===== src/rtl/svr_load_gather_if.sv =====
// svr_load_gather_if: bundles the command, memory-read and register-file
// write buses of the vector-load sequencer.
//   master : sequencer view (drives cmd_ready, memory requests, rf write)
//   slave  : environment view (drives commands and memory responses)
// Optional macro SVR_GATHER_STRIDE_EN adds the cmd_stride command field.
interface svr_load_gather_if #(
  parameter int AW = 32
);
  // command channel
  logic          cmd_valid;
  logic          cmd_ready;
  logic [1:0]    cmd_vl;
  logic [4:0]    cmd_wa;
  logic [AW-1:0] cmd_base;
`ifdef SVR_GATHER_STRIDE_EN
  logic [AW-1:0] cmd_stride;
`endif
  // memory read channel
  logic          mem_req_valid;
  logic          mem_req_ready;
  logic [AW-1:0] mem_req_addr;
  logic          mem_rsp_valid;
  logic [31:0]   mem_rsp_data;
  // register-file write port
  logic          rf_we;
  logic [1:0]    rf_vl;
  logic [4:0]    rf_wa;
  logic [511:0]  rf_wd;
  // status
  logic          busy;
  logic          err;

  modport master (
`ifdef SVR_GATHER_STRIDE_EN
    input  cmd_stride,
`endif
    input  cmd_valid, cmd_vl, cmd_wa, cmd_base,
    input  mem_req_ready, mem_rsp_valid, mem_rsp_data,
    output cmd_ready, mem_req_valid, mem_req_addr,
    output rf_we, rf_vl, rf_wa, rf_wd, busy, err
  );

  modport slave (
`ifdef SVR_GATHER_STRIDE_EN
    output cmd_stride,
`endif
    output cmd_valid, cmd_vl, cmd_wa, cmd_base,
    output mem_req_ready, mem_rsp_valid, mem_rsp_data,
    input  cmd_ready, mem_req_valid, mem_req_addr,
    input  rf_we, rf_vl, rf_wa, rf_wd, busy, err
  );
endinterface


===== src/rtl/svr_load_gather.sv =====
// svr_load_gather: vector-load sequencer feeding the SVR write port.
// Accepts one load command, issues 1/4/16 word reads, gathers the in-order
// responses into a 512-bit buffer and then performs one multi-word
// register-file write. All outputs are registered.
// Optional macro SVR_GATHER_STRIDE_EN: adds a signed byte stride latched
// with the command; without it the element stride is fixed at 4 bytes.
module svr_load_gather #(
  parameter int NREG = 31,
  parameter int AW   = 32
) (
  input  logic              clk,
  input  logic              rst,
  svr_load_gather_if.master bus
);

  typedef enum logic [1:0] {
    ST_IDLE  = 2'd0,
    ST_FETCH = 2'd1,
    ST_WRITE = 2'd2
  } state_t;

  // Element count for a VL code; the reserved code maps to zero elements.
  function automatic logic [4:0] vl_to_n(input logic [1:0] vl);
    logic [4:0] n;
    case (vl)
      2'b00:   n = 5'd1;
      2'b01:   n = 5'd4;
      2'b10:   n = 5'd16;
      default: n = 5'd0;
    endcase
    return n;
  endfunction

  // A command is refused for the reserved VL code or when its last element
  // would land past the final register-file entry. 7-bit math avoids wrap.
  function automatic logic cmd_rejected(input logic [1:0] vl, input logic [4:0] wa);
    logic [6:0] last_idx;
    logic       bad;
    last_idx = {2'b00, wa} + {2'b00, vl_to_n(vl)} - 7'd1;
    if (vl == 2'b11) begin
      bad = 1'b1;
    end else begin
      bad = (last_idx > 7'(NREG - 1));
    end
    return bad;
  endfunction

  state_t         state_r, state_s;
  logic [1:0]     vl_r, vl_s;
  logic [4:0]     wa_r, wa_s;
  logic [AW-1:0]  base_r, base_s;
`ifdef SVR_GATHER_STRIDE_EN
  logic [AW-1:0]  stride_r, stride_s;
`endif
  logic [4:0]     issue_cnt_r, issue_cnt_s;
  logic [4:0]     rsp_cnt_r, rsp_cnt_s;
  logic [511:0]   buf_r, buf_s;
  logic [4:0]     n_cur_s, n_next_s;
  logic [AW-1:0]  step_s;

  logic           cmd_ready_r, cmd_ready_s;
  logic           mem_req_valid_r, mem_req_valid_s;
  logic [AW-1:0]  mem_req_addr_r, mem_req_addr_s;
  logic           rf_we_r, rf_we_s;
  logic [1:0]     rf_vl_r, rf_vl_s;
  logic [4:0]     rf_wa_r, rf_wa_s;
  logic [511:0]   rf_wd_r, rf_wd_s;
  logic           busy_r, busy_s;
  logic           err_r, err_s;

  // Next-state and next-output computation; every register gets a hold default.
  always_comb begin
    state_s     = state_r;
    vl_s        = vl_r;
    wa_s        = wa_r;
    base_s      = base_r;
`ifdef SVR_GATHER_STRIDE_EN
    stride_s    = stride_r;
`endif
    issue_cnt_s = issue_cnt_r;
    rsp_cnt_s   = rsp_cnt_r;
    buf_s       = buf_r;
    rf_we_s     = 1'b0;
    rf_vl_s     = rf_vl_r;
    rf_wa_s     = rf_wa_r;
    rf_wd_s     = rf_wd_r;
    err_s       = 1'b0;
    n_cur_s     = vl_to_n(vl_r);

    case (state_r)
      ST_IDLE: begin
        if (bus.cmd_valid && cmd_ready_r) begin
          if (cmd_rejected(bus.cmd_vl, bus.cmd_wa)) begin
            err_s = 1'b1;
          end else begin
            vl_s        = bus.cmd_vl;
            wa_s        = bus.cmd_wa;
            base_s      = bus.cmd_base;
`ifdef SVR_GATHER_STRIDE_EN
            stride_s    = bus.cmd_stride;
`endif
            issue_cnt_s = 5'd0;
            rsp_cnt_s   = 5'd0;
            buf_s       = {512{1'b0}};
            state_s     = ST_FETCH;
          end
        end else begin
          state_s = ST_IDLE;
        end
      end

      ST_FETCH: begin
        if (rsp_cnt_r == n_cur_s) begin
          // all elements gathered: present the whole buffer in one write
          state_s = ST_WRITE;
          rf_we_s = 1'b1;
          rf_vl_s = vl_r;
          rf_wa_s = wa_r;
          rf_wd_s = buf_r;
        end else begin
          if (mem_req_valid_r && bus.mem_req_ready) begin
            issue_cnt_s = issue_cnt_r + 5'd1;
          end else begin
            issue_cnt_s = issue_cnt_r;
          end
          // only responses to requests already issued are accepted
          if (bus.mem_rsp_valid && (rsp_cnt_r < issue_cnt_r)) begin
            buf_s[{rsp_cnt_r[3:0], 5'd0} +: 32] = bus.mem_rsp_data;
            rsp_cnt_s = rsp_cnt_r + 5'd1;
          end else begin
            rsp_cnt_s = rsp_cnt_r;
          end
        end
      end

      ST_WRITE: begin
        state_s = ST_IDLE;
      end

      default: begin
        state_s = ST_IDLE;
      end
    endcase

    // outputs are derived from the next state so they can be registered
    n_next_s    = vl_to_n(vl_s);
    cmd_ready_s = (state_s == ST_IDLE);
    busy_s      = (state_s != ST_IDLE);
`ifdef SVR_GATHER_STRIDE_EN
    step_s = stride_s * {{(AW-5){1'b0}}, issue_cnt_s};
`else
    step_s = {{(AW-7){1'b0}}, issue_cnt_s, 2'b00};
`endif
    if (state_s == ST_FETCH) begin
      mem_req_valid_s = (issue_cnt_s < n_next_s);
      mem_req_addr_s  = base_s + step_s;
    end else begin
      mem_req_valid_s = 1'b0;
      mem_req_addr_s  = mem_req_addr_r;
    end
  end

  // FSM state register.
  always_ff @(posedge clk) begin
    if (rst) begin
      state_r <= ST_IDLE;
    end else begin
      state_r <= state_s;
    end
  end

  // Command context, counters, gather buffer and registered outputs.
  always_ff @(posedge clk) begin
    if (rst) begin
      vl_r            <= 2'd0;
      wa_r            <= 5'd0;
      base_r          <= {AW{1'b0}};
`ifdef SVR_GATHER_STRIDE_EN
      stride_r        <= {AW{1'b0}};
`endif
      issue_cnt_r     <= 5'd0;
      rsp_cnt_r       <= 5'd0;
      buf_r           <= {512{1'b0}};
      cmd_ready_r     <= 1'b1;
      mem_req_valid_r <= 1'b0;
      mem_req_addr_r  <= {AW{1'b0}};
      rf_we_r         <= 1'b0;
      rf_vl_r         <= 2'd0;
      rf_wa_r         <= 5'd0;
      rf_wd_r         <= {512{1'b0}};
      busy_r          <= 1'b0;
      err_r           <= 1'b0;
    end else begin
      vl_r            <= vl_s;
      wa_r            <= wa_s;
      base_r          <= base_s;
`ifdef SVR_GATHER_STRIDE_EN
      stride_r        <= stride_s;
`endif
      issue_cnt_r     <= issue_cnt_s;
      rsp_cnt_r       <= rsp_cnt_s;
      buf_r           <= buf_s;
      cmd_ready_r     <= cmd_ready_s;
      mem_req_valid_r <= mem_req_valid_s;
      mem_req_addr_r  <= mem_req_addr_s;
      rf_we_r         <= rf_we_s;
      rf_vl_r         <= rf_vl_s;
      rf_wa_r         <= rf_wa_s;
      rf_wd_r         <= rf_wd_s;
      busy_r          <= busy_s;
      err_r           <= err_s;
    end
  end

  assign bus.cmd_ready     = cmd_ready_r;
  assign bus.mem_req_valid = mem_req_valid_r;
  assign bus.mem_req_addr  = mem_req_addr_r;
  assign bus.rf_we         = rf_we_r;
  assign bus.rf_vl         = rf_vl_r;
  assign bus.rf_wa         = rf_wa_r;
  assign bus.rf_wd         = rf_wd_r;
  assign bus.busy          = busy_r;
  assign bus.err           = err_r;

endmodule


===== src/flat_wrapper.sv =====
// flat-port wrapper written by rule: the top's interface ports become plain ports
module svr_load_gather_flat 
#(
  parameter int NREG = 31,
  parameter int AW   = 32
)
  (clk, rst, bus_cmd_valid, bus_cmd_vl, bus_cmd_wa, bus_cmd_base, bus_mem_req_ready, bus_mem_rsp_valid, bus_mem_rsp_data, bus_cmd_ready, bus_mem_req_valid, bus_mem_req_addr, bus_rf_we, bus_rf_vl, bus_rf_wa, bus_rf_wd, bus_busy, bus_err);
  svr_load_gather_if #(.AW(AW)) bus_i ();
  input  logic clk;
  input  logic rst;
  input wire logic [$bits(bus_i.cmd_valid)-1:0] bus_cmd_valid;
  input wire logic [$bits(bus_i.cmd_vl)-1:0] bus_cmd_vl;
  input wire logic [$bits(bus_i.cmd_wa)-1:0] bus_cmd_wa;
  input wire logic [$bits(bus_i.cmd_base)-1:0] bus_cmd_base;
  input wire logic [$bits(bus_i.mem_req_ready)-1:0] bus_mem_req_ready;
  input wire logic [$bits(bus_i.mem_rsp_valid)-1:0] bus_mem_rsp_valid;
  input wire logic [$bits(bus_i.mem_rsp_data)-1:0] bus_mem_rsp_data;
  output wire logic [$bits(bus_i.cmd_ready)-1:0] bus_cmd_ready;
  output wire logic [$bits(bus_i.mem_req_valid)-1:0] bus_mem_req_valid;
  output wire logic [$bits(bus_i.mem_req_addr)-1:0] bus_mem_req_addr;
  output wire logic [$bits(bus_i.rf_we)-1:0] bus_rf_we;
  output wire logic [$bits(bus_i.rf_vl)-1:0] bus_rf_vl;
  output wire logic [$bits(bus_i.rf_wa)-1:0] bus_rf_wa;
  output wire logic [$bits(bus_i.rf_wd)-1:0] bus_rf_wd;
  output wire logic [$bits(bus_i.busy)-1:0] bus_busy;
  output wire logic [$bits(bus_i.err)-1:0] bus_err;
  assign bus_i.cmd_valid = bus_cmd_valid;
  assign bus_i.cmd_vl = bus_cmd_vl;
  assign bus_i.cmd_wa = bus_cmd_wa;
  assign bus_i.cmd_base = bus_cmd_base;
  assign bus_i.mem_req_ready = bus_mem_req_ready;
  assign bus_i.mem_rsp_valid = bus_mem_rsp_valid;
  assign bus_i.mem_rsp_data = bus_mem_rsp_data;
  assign bus_cmd_ready = bus_i.cmd_ready;
  assign bus_mem_req_valid = bus_i.mem_req_valid;
  assign bus_mem_req_addr = bus_i.mem_req_addr;
  assign bus_rf_we = bus_i.rf_we;
  assign bus_rf_vl = bus_i.rf_vl;
  assign bus_rf_wa = bus_i.rf_wa;
  assign bus_rf_wd = bus_i.rf_wd;
  assign bus_busy = bus_i.busy;
  assign bus_err = bus_i.err;
  svr_load_gather #(.NREG(NREG), .AW(AW)) u_core (.clk(clk), .rst(rst), .bus(bus_i));
endmodule

===== config.mk =====
export PLATFORM = sky130hd
export DESIGN_NAME = svr_load_gather_flat
export DESIGN_NICKNAME = d
export VERILOG_FILES = /design/src/rtl/svr_load_gather_if.sv /design/src/rtl/svr_load_gather.sv /design/src/flat_wrapper.sv
export SDC_FILE = /design/constraint.sdc
export NUM_CORES = 2
export LEC_CHECK = 0
export ABC_AREA = 1
export CAP_MARGIN = 0
export CORE_MARGIN = 4
export CORE_UTILIZATION = 40
export CTS_BUF_LIST = sky130_fd_sc_hd__clkbuf_2
export DETAILED_ROUTE_END_ITERATION = 10
export GPL_TIMING_DRIVEN = 0
export PLACE_DENSITY_LB_ADDON = 0.2
export SYNTH_ARGS = -nofsm -noshare
export SYNTH_HDL_FRONTEND = slang
export SYNTH_SLANG_ARGS = --single-unit
export TNS_END_PERCENT = 100

===== constraint.sdc =====
create_clock -name clk -period 5.25 [get_ports clk]
set_input_delay 1.05 -clock clk [delete_from_list [all_inputs] [get_ports clk]]
set_output_delay 1.05 -clock clk [all_outputs]
set_load 0.05 [all_outputs]

==> results.md <==
* DRT Pass-1 Iters at 6
* Tmin final at ~4900 ps
* Mapped Avg Cell Area at 7.38 µm²
* Setup bufs post-CTS at 0
* Final-stage net count at about 6700
* Yosys top cell area share at a little over half
* Height of the die at around 330 µm
* Synth async-reset ratio at 0%
* CP required at roughly 6700 ps
* Num ports at approximately 630
* Die area at approximately 0.11 mm²
* XOR/XNOR Fraction of Synth Area at less than 1%
* Slowest CP cell: clkdlybuf4s50_1
* Post-Syn Area at 0.0419 mm²
* Ys flop type: dfxtp_1
* CTS tree: yes
* Reg power frac at 48.2%
* Num rows at ~120
* Final TNS setup at 0 ps
* Post-synth top area cell: dfxtp_1
* Congestion Overflow GR at 0
* Initial core utilization at 40.4%
* Slew @ Worst Pin at between 1000 and 1500 ps
* Fin. max-slew vios at 0
* # setup viols final at 0
* Synth cell types at between 40 and 50
* RSZ-0062 raised after global routing: false
* Post-synthesis register bit count at ~1100
* Arrival time worst endpoint at between 6000 and 7000 ps
* Largest net degree at the start of global routing at 20
* Core Util, Final at roughly half
* CP Capture Type: register
* H-tree depth at 5
* Synthesized Nets at roughly 5800
* Final Hold Fails at 0
* CTS root buf: clkbuf_2
* Rel. slew slack at less than 1%
* Max cap viols at 1
* Pwr Density at approximately 360 mW/mm²
* Fmax at 0.206 GHz
* Post-Synth Simple-Gate Area at 26.6%
* Comb pwr share at 20.8%
* Overall Power at approximately 19 mW
* Clock Latency Late Sink at around 1600 ps
* Clock Power Share at 31.0%
* Main combinational cell family by area after synthesis: simple AND/OR/NAND/NOR gates
* Area grow syn2layout at 25.1%
* Via density at between 5 and 6
* Synth top area cells: dfxtp_1 (53%), nor2_1 (12%), nand2_1 (11%)
* Sequential fraction of the synthesis area at a little over half
* Detailed Route WL at roughly 180 mm
* Delay-heaviest family, CP: buffers and inverters
* Commonest non-fill, non-tap cell in the layout: nor2_1
* Period utilisation layout at between 90 and 100%
* Routability cong. at between 0.9 and 1
* Via count at about 42000
* Internal Power at about 12 mW
* Commonest non-fill, non-tap cells in the layout: nor2_1 (1327), nand2_1 (1263), dfxtp_1 (1119)
* CP max FO at 28
* Crit Path Category: input pin to register
* Drc violations at 0
* Avg WL per Cell at 21.8 µm
* Synth Area in Compound Gates at 13.5%
* Largest stage delay on the critical path at around 520 ps
* Critical path launch point type: input pin
* Die X at ~330 µm
* Vias in the first global route at approximately 40000
* Antenna viol nets, final at 0
* Initial drt markers at approximately 3800
* Warnings, synthesis at 0
* Total CTS buffers at between 300 and 400
* Net Sw Frac at 35.9%
* Post-synthesis mux area share at less than 1%
* Clk buf depth at 4
* Hold Path Class: input pin to register
* Post-synth EDFFs at 0
* Initial antenna violation count at 23
* Reg clk slew, reported paths at roughly 100 ps
* Bufs and invs on worst path at 9
* Post-Synth Adder-Cell Area at less than 1%
* Share of cells above drive strength 1 at between 8 and 9%
* Peak VDD IR at approximately 0.17 mV
* Net Sw Power at ~6.8 mW
* Failing checks: capacitance limit
* # port buffers at 630
* Syn Inst Count at between 5000 and 6000
* Status: complete, but fails checks
* Post-DP HPWL at around 130 mm
* GRT Total Usage at 31.1%
* Sink Count at around 1100
* Skew final at about 180 ps
* First-pass GRT wire length at 256 mm
* Leak at between 20 and 25 nW
* Core ar. at 0.104 mm²
## area by class of cell
cell class	count	area, µm²
Inverter	197	742
Antenna cell	20	50.0
Tap cell	1380	1730
Clock inverter	56	248
Timing Repair Buffer	632	6330
Multi-Input combinational cell	3970	17200
Buffer	388	1570
Clock buffer	433	2170
Sequential cell	1119	22400
Fill cell	10551	51400
## logic make-up after synthesis
group / count (synthesis)
and+or+nand+nor: 2818
buffers and inverters: 589
xor gates and xnor gates: 7
AOI/OAI and AO/OA: 1120
muxes: 2
DFF: 1119
adders and majority gates: 23
## final timing paths
kind                                                    end                  start  depth (start not counted)  slack (ps)
worst min-delay path                         u_core.bus.err          bus_cmd_valid                          3         170
worst max register to register            u_core.buf_r[156]  u_core.issue_cnt_r[2]                         13         820
worst min register to register        u_core.bus.rf_wd[369]      u_core.buf_r[369]                          2         360
worst max-delay path            u_core.bus.mem_req_addr[21]          bus_cmd_vl[0]                         34         390
## state kept, by name, summed over array words and instances, names as in the netlist
signal / count
u_core.buf_r: 512
u_core.bus.rf_wd: 512
u_core.base_r: 32
u_core.bus.mem_req_addr: 32
u_core.bus.rf_wa: 5
u_core.issue_cnt_r: 5
u_core.rsp_cnt_r: 5
u_core.wa_r: 5
u_core.bus.rf_vl: 2
u_core.state_r: 2
u_core.vl_r: 2
u_core.bus.busy: 1
u_core.bus.cmd_ready: 1
u_core.bus.err: 1
u_core.bus.mem_req_valid: 1
u_core.bus.rf_we: 1
## what timing repair did
action / CTS / global route
hold buffers: 1 / 0
gates resized for setup: 1 / 5
pin swaps: 0 / 0
setup endpoints to repair: 24 / 21
endpoints found under the hold margin: 1 / 0
## power groups by stage
stage	clock, mW	sequential, mW	combinational, mW
final	5.83	9.06	3.91
after CTS	5.93	9.05	3.89
after global placement	0	9.25	3.86
after floorplan	0	10.2	1.33
after detailed placement	0	9.25	3.88
after global routing	6.36	9.09	4.13
## Yosys cell counts, types with 3 or more instances
| master | n |
|---|---|
| nor2_4 | 3 |
| ha_1 | 22 |
| nor4_4 | 6 |
| nor2_2 | 8 |
| o21ai_2 | 5 |
| buf_2 | 47 |
| xor2_1 | 5 |
| inv_2 | 13 |
| nor2_1 | 1328 |
| o21ai_0 | 558 |
| nand3_1 | 130 |
| buf_6 | 4 |
| nor4_2 | 5 |
| nor3_1 | 7 |
| dfxtp_1 | 1119 |
| o211ai_1 | 6 |
| buf_4 | 6 |
| o21ai_1 | 7 |
| or2_2 | 8 |
| inv_1 | 183 |
| a21oi_1 | 532 |
| nand2_1 | 1263 |
| and2_1 | 3 |
| nand4_1 | 39 |
| nand2_2 | 11 |
| clkbuf_1 | 335 |
## per-stage QoR
stage          setup slack, ps  cells  instance area [µm²]  hold slack [ps]
3_5_place_dp             -2170   7689                50000              452
4_1_cts                   55.4   8178                52400             43.6
5_1_grt                   74.7   8182                52400             82.5
6_report                   394   8195                52400              172
3_3_place_gp             -2180   7688                49900              448
2_1_floorplan             60.3   5678                41900              440
## per-layer routing
layer | global-route usage [%] | up-vias | wire length [µm]
li1 | - | 20188 | -
met1 | 38.7 | 19722 | 73100
met2 | 49.1 | 1822 | 79900
met3 | 9.60 | 384 | 17200
met4 | 14.9 | 10 | 8580
met5 | 0 | - | 104
## tightest hold or removal path, stage by stage
cell and delay, ps:
clkdlybuf4s50_1 390, nand2_1 100, nor4_1 60
No activity file was read; power rests on OpenSTA's default activity.
